File: config.mk
export PLATFORM = sky130hd
export DESIGN_NAME = ioctl_upload_server
export DESIGN_NICKNAME = d
export VERILOG_FILES = /design/src/rtl/ioctl_upload_server_pkg.sv /design/src/rtl/ioctl_upload_server.sv
export SDC_FILE = /design/constraint.sdc
export NUM_CORES = 1
export LEC_CHECK = 0
export CELL_PAD_IN_SITES_DETAIL_PLACEMENT = 1
export CELL_PAD_IN_SITES_GLOBAL_PLACEMENT = 2
export CORE_UTILIZATION = 25
export DETAILED_ROUTE_END_ITERATION = 8
export PLACE_DENSITY = 0.78
export SYNTH_ARGS = -nofsm -noshare
export SYNTH_HDL_FRONTEND = slang
export SYNTH_SLANG_ARGS = --single-unit
File: constraint.sdc
create_clock -name clk_sys -period 1.9 [get_ports clk_sys]
set_clock_uncertainty 0.2 [all_clocks]
set_input_delay 0.57 -clock clk_sys [delete_from_list [all_inputs] [get_ports clk_sys]]
set_output_delay 0.57 -clock clk_sys [all_outputs]
set_load 0.01 [all_outputs]
File: src/rtl/ioctl_upload_server_pkg.sv
// Shared definitions for the ioctl upload server: FSM states, fill byte and
// fixed HPS interface widths.
package ioctl_upload_server_pkg;

  localparam int unsigned IOCTL_ADDR_W  = 25;
  localparam int unsigned IOCTL_INDEX_W = 8;
  localparam int unsigned BYTE_W        = 8;

  localparam logic [BYTE_W-1:0] FILL_BYTE = 8'hFF;

  typedef enum logic [2:0] {
    ST_IDLE,
    ST_REQ,
    ST_PAUSE,
    ST_SERVE,
    ST_FETCH,
    ST_CAPTURE
  } state_e;

endpackage

File: src/rtl/ioctl_upload_server.sv
// Serves a window of game RAM to the HPS over the ioctl upload channel,
// pausing the CPU for the duration of the transfer.
module ioctl_upload_server
  import ioctl_upload_server_pkg::*;
#(
  parameter int unsigned ADDR_W = 12,
  parameter int unsigned BASE   = 0,
  parameter int unsigned LENGTH = 64,
  parameter int unsigned INDEX  = 4
) (
  input  logic                     clk_sys,
  input  logic                     reset,
  input  logic                     save_trigger,
  input  logic                     ioctl_upload,
  input  logic [IOCTL_INDEX_W-1:0] ioctl_index,
  input  logic                     ioctl_rd,
  input  logic [IOCTL_ADDR_W-1:0]  ioctl_addr,
  output logic [BYTE_W-1:0]        ioctl_din,
  output logic                     ioctl_upload_req,
  output logic                     pause_req,
  input  logic                     paused,
  output logic [ADDR_W-1:0]        ram_addr,
  output logic                     ram_rd,
  input  logic [BYTE_W-1:0]        ram_data,
  output logic                     busy
);

  state_e                    r_state;
  logic                      r_trig_d;
  logic                      r_trig_arm;
  logic                      r_pend;
  logic [IOCTL_ADDR_W-1:0]   r_pend_addr;
  logic                      r_oor;
  logic [BYTE_W-1:0]         r_din;
  logic                      r_upload_req;
  logic                      r_pause_req;
  logic                      r_ram_rd;
  logic [ADDR_W-1:0]         r_ram_addr;
  logic                      r_busy;

  logic                      w_active;
  logic                      w_in_xfer;
  logic                      w_trig_rise;
  logic [IOCTL_ADDR_W-1:0]   w_sel_addr;
  logic                      w_sel_oor;
  logic [ADDR_W-1:0]         w_ram_addr;

  assign w_active  = ioctl_upload && (ioctl_index == IOCTL_INDEX_W'(INDEX));
  assign w_in_xfer = (r_state == ST_PAUSE) || (r_state == ST_SERVE) ||
                     (r_state == ST_FETCH) || (r_state == ST_CAPTURE);

  // The arm bit keeps a trigger held high through reset from counting as an edge.
  assign w_trig_rise = save_trigger && !r_trig_d && r_trig_arm;

  // A read latched during PAUSE takes precedence over the live strobe.
  assign w_sel_addr = r_pend ? r_pend_addr : ioctl_addr;
  assign w_sel_oor  = 32'(w_sel_addr) >= LENGTH;
  assign w_ram_addr = ADDR_W'(BASE) + w_sel_addr[ADDR_W-1:0];

  always_ff @(posedge clk_sys) begin
    if (reset) begin
      r_state      <= ST_IDLE;
      r_trig_d     <= 1'b0;
      r_trig_arm   <= 1'b0;
      r_pend       <= 1'b0;
      r_pend_addr  <= '0;
      r_oor        <= 1'b0;
      r_din        <= '0;
      r_upload_req <= 1'b0;
      r_pause_req  <= 1'b0;
      r_ram_rd     <= 1'b0;
      r_ram_addr   <= '0;
      r_busy       <= 1'b0;
    end else begin
      r_trig_d <= save_trigger;
      if (!save_trigger) r_trig_arm <= 1'b1;

      if (w_in_xfer && !w_active) begin
        // HPS closed the window: abandon whatever is in flight.
        r_state     <= ST_IDLE;
        r_pause_req <= 1'b0;
        r_busy      <= 1'b0;
        r_ram_rd    <= 1'b0;
        r_pend      <= 1'b0;
      end else begin
        case (r_state)
          ST_IDLE: begin
            if (w_active) begin
              r_state     <= ST_PAUSE;
              r_pause_req <= 1'b1;
              r_busy      <= 1'b1;
            end else if (w_trig_rise) begin
              r_state      <= ST_REQ;
              r_upload_req <= 1'b1;
              r_busy       <= 1'b1;
            end
          end
          ST_REQ: begin
            if (w_active) begin
              r_state      <= ST_PAUSE;
              r_upload_req <= 1'b0;
              r_pause_req  <= 1'b1;
            end
          end
          ST_PAUSE: begin
            if (ioctl_rd && !r_pend) begin
              r_pend      <= 1'b1;
              r_pend_addr <= ioctl_addr;
            end
            if (paused) r_state <= ST_SERVE;
          end
          ST_SERVE: begin
            if (r_pend || ioctl_rd) begin
              r_state    <= ST_FETCH;
              r_pend     <= 1'b0;
              r_oor      <= w_sel_oor;
              r_ram_rd   <= !w_sel_oor;
              r_ram_addr <= w_ram_addr;
            end
          end
          ST_FETCH: begin
            r_ram_rd <= 1'b0;
            r_state  <= ST_CAPTURE;
          end
          ST_CAPTURE: begin
            r_din   <= r_oor ? FILL_BYTE : ram_data;
            r_state <= ST_SERVE;
          end
          default: begin
            r_state      <= ST_IDLE;
            r_upload_req <= 1'b0;
            r_pause_req  <= 1'b0;
            r_ram_rd     <= 1'b0;
            r_busy       <= 1'b0;
          end
        endcase
      end
    end
  end

  assign ioctl_din        = r_din;
  assign ioctl_upload_req = r_upload_req;
  assign pause_req        = r_pause_req;
  assign ram_rd           = r_ram_rd;
  assign ram_addr         = r_ram_addr;
  assign busy             = r_busy;

endmodule

==> summary.txt, run 1 <==
POWER
--------------------------------------------------------------------------------------------------------
Clock power share                                                                                  32.6%
Static leakage                                                                                0.00148 uW
Maximum vdd ir drop                                                                             0.267 mV
Sequential share of power                                                                          56.6%
Pint                                                                                             1570 uW
Power Density                                                                                525 nW/um^2
Part of the total power dissipated in combinational logic                                          10.8%
Sw Ratio                                                                                           24.8%
NetSw                                                                                             518 uW

FLOORPLAN
--------------------------------------------------------------------------------------------------------
Total I/O pin count                                                                                   71
Horiz. Die Dim                                                                               103 microns
Vertical die dimension                                                                       103 microns
Area inside the core boundary                                                                 9770 sq um
Cell row count                                                                                        36
Area of the die                                                                              10500 sq um
Starting density of the core                                                                       25.9%

CRITICAL PATH
--------------------------------------------------------------------------------------------------------
Max incr delay on CP                                                                             0.52 ns
Largest delay share family, worst path                                                      simple AND/OR/NAND/NOR gates
Slowest library cell on the worst path                                                      sky130_fd_sc_hd__or4_4
Critical Path RT                                                                                 1.90 ns
Worst path bufs/invs                                                                                   1
Crit start category                                                                             register
CP Data Arrival Time                                                                             1.84 ns
Crit end category                                                                               register
Highest fanout seen on the critical path                                                               3
Critical path class                                                                         register to register
Crit path cell chain                                                                        or4_4 > o22a_1 > buf_4 > a211oi_2 > a211oi_1

CELLS AND AREA
--------------------------------------------------------------------------------------------------------
Nets                                                                                                 440
Area growth from synthesis to final layout                                                         57.4%
Number of inserted diodes                                                                              0
Ratio of cells with drive above 1 in the final layout                                              23.1%
Share of the core filled with cells                                                                40.8%
Area of all placed cells without fillers                                                      3990 sq um
Filler cell count                                                                                   1154

GRT
--------------------------------------------------------------------------------------------------------
Number of global-route vias before repair                                                           2597
Total global routing overflow                                                                          0
All-layer global routing usage                                                                     15.8%
Largest net degree at the start of global routing                                                     27
Initial antenna violation count                                                                        0
Global-route wire length before repair                                                      12800 microns

PLACE
--------------------------------------------------------------------------------------------------------
Placer Congestion                                                                                  0.731
Standard cell area after detailed placement                                                   3620 sq um
Half-perimeter wire length of the detailed placement result                                 5350 microns
Port Buffers                                                                                          70

SYNTHESIS
--------------------------------------------------------------------------------------------------------
Fraction of registers with async set or reset after synthesis                                         0%
Per-instance average area after synthesis                                                     8.49 sq um
Main area contributors after synthesis                                                      sky130_fd_sc_hd__dfxtp_1 (44%), sky130_fd_sc_hd__a21oi_1 (8.7%), sky130_fd_sc_hd__a211oi_1 (6.8%), sky130_fd_sc_hd__nand3_1 (5.5%), sky130_fd_sc_hd__o21ai_0 (5.3%)
Total of warnings raised by yosys                                                                      0
Synth Cell Area                                                                               2530 sq um
Sequential area share after synthesis                                                              44.3%
EDFF count, synth                                                                                      0
Net count of the mapped netlist                                                                      345
Number of standard cells after synthesis                                                             298
Largest area contributor in the netlist                                                     sky130_fd_sc_hd__dfxtp_1
Yosys reg bits                                                                                        56
Flip-flop cell with the highest count after synthesis                                       sky130_fd_sc_hd__dfxtp_1
Synth cell types                                                                                      41
Area fraction of the dominant cell type after synthesis                                            44.3%

CLOCK NETWORK
--------------------------------------------------------------------------------------------------------
Maximum root-to-sink buffer count                                                                      2
Library cell used as clock root buffer                                                      sky130_fd_sc_hd__clkbuf_8
Sink Count                                                                                            56
CTS HTree Levels                                                                                       2
Total clock buffers created by CTS                                                                     5
Clock tree from TritonCTS                                                                          built
Hold Buf Count CTS                                                                                     0
Post-CTS clock slew at the launch and capture registers of the worst setup and hold paths        0.10 ns
Worst skew pair latency                                                                          0.32 ns

HOLD PATH
--------------------------------------------------------------------------------------------------------
Tightest Hold Check Type                                                                    register to register

STA
--------------------------------------------------------------------------------------------------------
Worst-margin pin slew                                                                           0.381 ns
Share of the clock period used by the worst path after layout                                      97.2%
Final hold violation count                                                                             0
Number of setup violations in the final report                                                         0
Slew margin rel.                                                                                   74.4%
Max Clk Rate                                                                                   0.542 GHz
Total count of max-transition violations in the final report                                           0
Fin crit period                                                                                  1.85 ns

ROUTING
--------------------------------------------------------------------------------------------------------
Total number of vias                                                                                2569
DR WL/cell                                                                                  15.0 microns
Initial drt markers                                                                                   95
Final WL                                                                                    7920 microns
Initial DRT Pass Iterations                                                                            4
# DRC                                                                                                  0
Number of routed nets with antenna violations                                                          0
Average vias per placed instance                                                                    4.87

RUN
--------------------------------------------------------------------------------------------------------
Maximum capacitance violations                                                                         0

STATUS
--------------------------------------------------------------------------------------------------------
Run status                                                                                  finished clean

layout by cell type (no fill, tap or decap), types with 3 or more instances in the layout:
master / count
sky130_fd_sc_hd__nand2_1: 7
sky130_fd_sc_hd__buf_12: 10
sky130_fd_sc_hd__clkbuf_8: 5
sky130_fd_sc_hd__nor2_1: 24
sky130_fd_sc_hd__dfxtp_1: 55
sky130_fd_sc_hd__o21ai_0: 18
sky130_fd_sc_hd__nand3_1: 22
sky130_fd_sc_hd__nor3_2: 3
sky130_fd_sc_hd__nor3_1: 3
sky130_fd_sc_hd__clkdlybuf4s50_1: 26
sky130_fd_sc_hd__buf_6: 3
sky130_fd_sc_hd__buf_2: 3
sky130_fd_sc_hd__dlygate4sd2_1: 35
sky130_fd_sc_hd__buf_4: 31
sky130_fd_sc_hd__mux2i_1: 13
sky130_fd_sc_hd__o21ai_1: 11
sky130_fd_sc_hd__a21oi_2: 6
sky130_fd_sc_hd__a21oi_1: 39
sky130_fd_sc_hd__nand3_2: 5
sky130_fd_sc_hd__a211oi_1: 22
metrics by stage:
stage	TNS (ns)	power, uW	instances	worst slack, ns	hold slack (ns)
floorplan	-0.0376	1280	298	-0.0271	0.226
global placement	-24.15	1440	509	-0.556	0.232
detailed placement	-26.09	1440	509	-0.540	0.244
CTS	0	2120	525	0.00116	0.258
global route	-0.0237	2180	527	-0.0126	0.286
finish	0	2090	527	0.0533	0.260
power groups by stage:
stage | clock network (uW) | registers [uW] | logic [uW]
after detailed placement | 0 | 1210 | 225
after CTS | 708 | 1180 | 225
after floorplan | 0 | 1210 | 61.9
after global routing | 747 | 1190 | 243
final | 682 | 1180 | 225
after global placement | 0 | 1210 | 223
area by class of cell:
class	instances	area (sq um)	share of cell area, %
inverter	3	11.3	0.283
clock buffer	5	68.8	1.73
multi-input combinational	210	1400	35.1
tap	133	166	4.18
clock inverter	3	22.5	0.565
sequential	56	1120	28.2
timing repair buffer	117	1190	29.9
final timing paths:
| path | depth (start not counted) | slack (ns) | from | endpoint |
|---|---|---|---|---|
| worst max-delay path | 5 | 0.05 | r_pend$_SDFFE_PP0P_ | r_oor$_SDFFE_PP0P_ |
| worst min-delay path | 2 | 0.26 | r_trig_arm$_SDFFE_PP0N_ | r_trig_arm$_SDFFE_PP0N_ |
| worst max register to register | 5 | 0.05 | r_pend$_SDFFE_PP0P_ | r_oor$_SDFFE_PP0P_ |
| worst min register to register | 2 | 0.26 | r_trig_arm$_SDFFE_PP0N_ | r_trig_arm$_SDFFE_PP0N_ |
cell families after synthesis:
| kind of cell | count (synthesis) | synth area share, % |
|---|---|---|
| AND/OR/NAND/NOR | 89 | 19.2 |
| multiplexers | 13 | 5.14 |
| XOR/XNOR | 1 | 0.346 |
| AO/OA/AOI/OAI | 107 | 24.8 |
| buffers and inverters | 32 | 6.23 |
| flip-flops | 56 | 44.3 |
per-layer routing:
layer / GRT usage, % / vias up / share of wire [%]
li1: - / 1278 / -
met4: 5.38 / 0 / 1.2
met1: 19.8 / 1239 / 45
met5: 0 / - / 0
met3: 2.44 / 7 / 3.4
met2: 27.3 / 45 / 50
timing repair:
action	in CTS	in global routing
pin swaps	16	13
setup buffers	5	2
cloned	3	0
resized for setup	71	27
setup endpoints to repair	76	42
endpoints found under the hold margin	0	0
state kept, by name, summed over array words and instances, names as in the netlist:
signal and cells:
r_pend 1, ioctl_upload_req 1, busy 1, ram_rd 1, r_trig_d 1, r_state 3
ram_addr 12, r_pend_addr 25, ioctl_din 8, pause_req 1, r_trig_arm 1, r_oor 1
Yosys cell counts, drive strengths merged, types with 3 or more instances:
library cell,number
nand3,28
nor3,6
nor2,26
a21oi,45
a21boi,3
nor4,4
o21ai,29
dfxtp,56
clkbuf,17
nor2b,3
mux2i,13
nand2,7
buf,12
a211oi,23
tightest hold or removal path: stages, from the launching register on:
cell	delay, ns
sky130_fd_sc_hd__dfxtp_1	0.32
sky130_fd_sc_hd__inv_1	0.05
sky130_fd_sc_hd__a21oi_1	0.05
(Power assumes the default switching activity.)
==> run 2: changes to the inputs <==
--- a/config.mk
+++ b/config.mk
@@ -9,6 +9,7 @@
 export CELL_PAD_IN_SITES_GLOBAL_PLACEMENT = 2
 export CORE_UTILIZATION = 25
 export DETAILED_ROUTE_END_ITERATION = 8
+export GPL_TIMING_DRIVEN = 0
 export PLACE_DENSITY = 0.78
 export SYNTH_ARGS = -nofsm -noshare
 export SYNTH_HDL_FRONTEND = slang
==> run 2 against run 1 <==
Compared with the run above:
- cell count is the same
- clock power grew 6.7%
- total power grew 1.8%
- cell area grew 0.97%
- fmax shrank 1.7%
- combinational power shrank 4%
==> summary.txt, run 2 (synthesis gave the netlist of run 1 again) <==
CRITICAL PATH
--------------------------------------------------------------------------------------------------------
Highest fanout seen on the critical path                                                               4   +1
Crit start category                                                                             register
CP Data Arrival Time                                                                             1.87 ns   +0.03 ns
Critical Path RT                                                                                 1.90 ns   about the same
Crit end category                                                                               register
Critical path class                                                                         register to register

STA
--------------------------------------------------------------------------------------------------------
Slew margin rel.                                                                                   55.6%   -19 points
Share of the clock period used by the worst path after layout                                      98.9%   +1.7 points
Max Clk Rate                                                                                   0.532 GHz   -1.7%
Worst-case setup margin in the final layout                                                    0.0213 ns   -0.0320 ns
Fin crit period                                                                                  1.88 ns   +0.0320 ns
Total count of max-transition violations in the final report                                           0   unchanged
Worst-margin pin slew                                                                           0.666 ns   +0.286 ns
Final hold violation count                                                                             0   unchanged
RSZ-0062 raised after global routing                                                                true
Number of setup violations in the final report                                                         0   unchanged

HOLD PATH
--------------------------------------------------------------------------------------------------------
Tightest Hold Check Type                                                                    register to register

POWER
--------------------------------------------------------------------------------------------------------
Static leakage                                                                                0.00151 uW   +2.0%
Sw Ratio                                                                                           25.3%   +0.53 points
Part of the total power dissipated in combinational logic                                          10.2%   -0.6 points
Power Density                                                                                529 nW/um^2   +0.79%
Pint                                                                                             1590 uW   +1.1%
Sequential share of power                                                                          55.6%   -1.0 points
Maximum vdd ir drop                                                                             0.294 mV   +10%
NetSw                                                                                             539 uW   +3.9%
Clock power share                                                                                  34.2%   +1.6 points

FLOORPLAN
--------------------------------------------------------------------------------------------------------
Area of the die                                                                              10500 sq um   unchanged
Total I/O pin count                                                                                   71   unchanged
Horiz. Die Dim                                                                               103 microns   unchanged
Area inside the core boundary                                                                 9770 sq um   unchanged
Starting density of the core                                                                       25.9%   unchanged
Vertical die dimension                                                                       103 microns   unchanged
Cell row count                                                                                        36   unchanged

ROUTING
--------------------------------------------------------------------------------------------------------
Initial drt markers                                                                                   64   -33%
Number of routed nets with antenna violations                                                          0   unchanged
Final WL                                                                                    9280 microns   +17%
Total number of vias                                                                                2620   +2.0%
# DRC                                                                                                  0   unchanged
Average vias per placed instance                                                                    4.97   +2.0%
Initial DRT Pass Iterations                                                                            4   unchanged
DR WL/cell                                                                                  17.6 microns   +17%

CELLS AND AREA
--------------------------------------------------------------------------------------------------------
Number of inserted diodes                                                                              0   unchanged
Number of standard cells in the final layout excluding fillers                                       527   unchanged
Share of the core filled with cells                                                                41.2%   +0.40 points
Ratio of cells with drive above 1 in the final layout                                              24.4%   +1.3 points
Area growth from synthesis to final layout                                                         59.0%
Most common library cell in the layout ignoring fill and taps                               sky130_fd_sc_hd__dfxtp_1
Most flop-heavy register                                                                     r_pend_addr
Area of all placed cells without fillers                                                      4020 sq um   +0.97%
Most frequent cells in the layout                                                           sky130_fd_sc_hd__dfxtp_1 (53), sky130_fd_sc_hd__a21oi_1 (40), sky130_fd_sc_hd__dlygate4sd2_1 (37)
Max reg flops                                                                                         25   unchanged
Nets                                                                                                 440   unchanged

CLOCK NETWORK
--------------------------------------------------------------------------------------------------------
Total clock buffers created by CTS                                                                     5   unchanged
Worst skew pair latency                                                                          0.32 ns   about the same
Sink Count                                                                                            56   unchanged
Maximum root-to-sink buffer count                                                                      2   unchanged
Clock tree from TritonCTS                                                                          built
Post-CTS clock slew at the launch and capture registers of the worst setup and hold paths        0.11 ns   about the same
CTS HTree Levels                                                                                       2   unchanged
Library cell used as clock root buffer                                                      sky130_fd_sc_hd__clkbuf_8
Hold Buf Count CTS                                                                                     0   unchanged

RUN
--------------------------------------------------------------------------------------------------------
Maximum capacitance violations                                                                         0   unchanged

GRT
--------------------------------------------------------------------------------------------------------
Total global routing overflow                                                                          0   unchanged
Initial antenna violation count                                                                        0   unchanged
All-layer global routing usage                                                                     18.3%   +2.5 points
Number of global-route vias before repair                                                           2666   +2.7%
Global-route wire length before repair                                                      14400 microns   +12%
Largest net degree at the start of global routing                                                     18   -33%

PLACE
--------------------------------------------------------------------------------------------------------
Port Buffers                                                                                          69   -1.4%
Placer Congestion                                                                                  0.729   -0.33%
Setup WS pre-CTS                                                                               -0.749 ns   -0.209 ns
Standard cell area after detailed placement                                                   3400 sq um   -5.9%
Cells after DPL                                                                                      500   -1.8%
Half-perimeter wire length of the detailed placement result                                 5850 microns   +9.5%

STATUS
--------------------------------------------------------------------------------------------------------
Run status                                                                                  finished clean

-- run 2: layout make-up --
cell class,count,area (sq um)
clock inverter,2,13.8
tap,133,166
clock buffer,6,82.6
fill,1166,5750
buffer,27,273
timing repair buffer,90,882
inverter,3,13.8
sequential,56,1130
multi-input combinational,210,1470
-- run 2: critical path, cell delays in order (launching register included) --
cell and delay, ns:
sky130_fd_sc_hd__dfxtp_4 0.37, sky130_fd_sc_hd__or4_4 0.53, sky130_fd_sc_hd__o22a_1 0.24, sky130_fd_sc_hd__buf_4 0.14
sky130_fd_sc_hd__a211oi_2 0.18, sky130_fd_sc_hd__a211oi_1 0.10
-- run 2: layer usage --
| metal | part of all wire (%) | track usage, % |
|---|---|---|
| met1 | 45 | 23.3 |
| met2 | 50 | 32.2 |
| met3 | 3.4 | 2.85 |
| met4 | 1.3 | 4.29 |
| met5 | 0 | 0 |
-- run 2: through the flow --
step | power (uW) | TNS, ns | hold WS [ns]
floorplan | 1280 | -0.0376 | 0.226
global placement | 1410 | -32.02 | 0.234
detailed placement | 1420 | -33.62 | 0.238
CTS | 2140 | 0 | 0.253
global route | 2200 | -0.0571 | 0.272
finish | 2130 | 0 | 0.251
-- run 2: power groups by stage --
stage                     Sequential (uW)  Clock, uW  Combinational (uW)
after floorplan                      1210          0                61.9
after global placement               1210          0                 202
after detailed placement             1210          0                 204
after CTS                            1190        740                 213
after global routing                 1190        778                 233
final                                1180        728                 217
-- run 2: worst paths after layout --
check	from	to	slack (ns)	cells past startpoint
setup / recovery	r_pend$_SDFFE_PP0P_	r_oor$_SDFFE_PP0P_	0.02	5
hold / removal	r_trig_arm$_SDFFE_PP0N_	r_trig_arm$_SDFFE_PP0N_	0.25	2
setup reg to reg	r_pend$_SDFFE_PP0P_	r_oor$_SDFFE_PP0P_	0.02	5
hold reg to reg	r_trig_arm$_SDFFE_PP0N_	r_trig_arm$_SDFFE_PP0N_	0.25	2
-- run 2: repair_timing --
item / CTS / global route
setup endpoints to repair: 78 / 43
pin swaps: 27 / 14
gates cloned: 6 / 0
resized for setup: 137 / 31
buffers inserted: 15 / 0
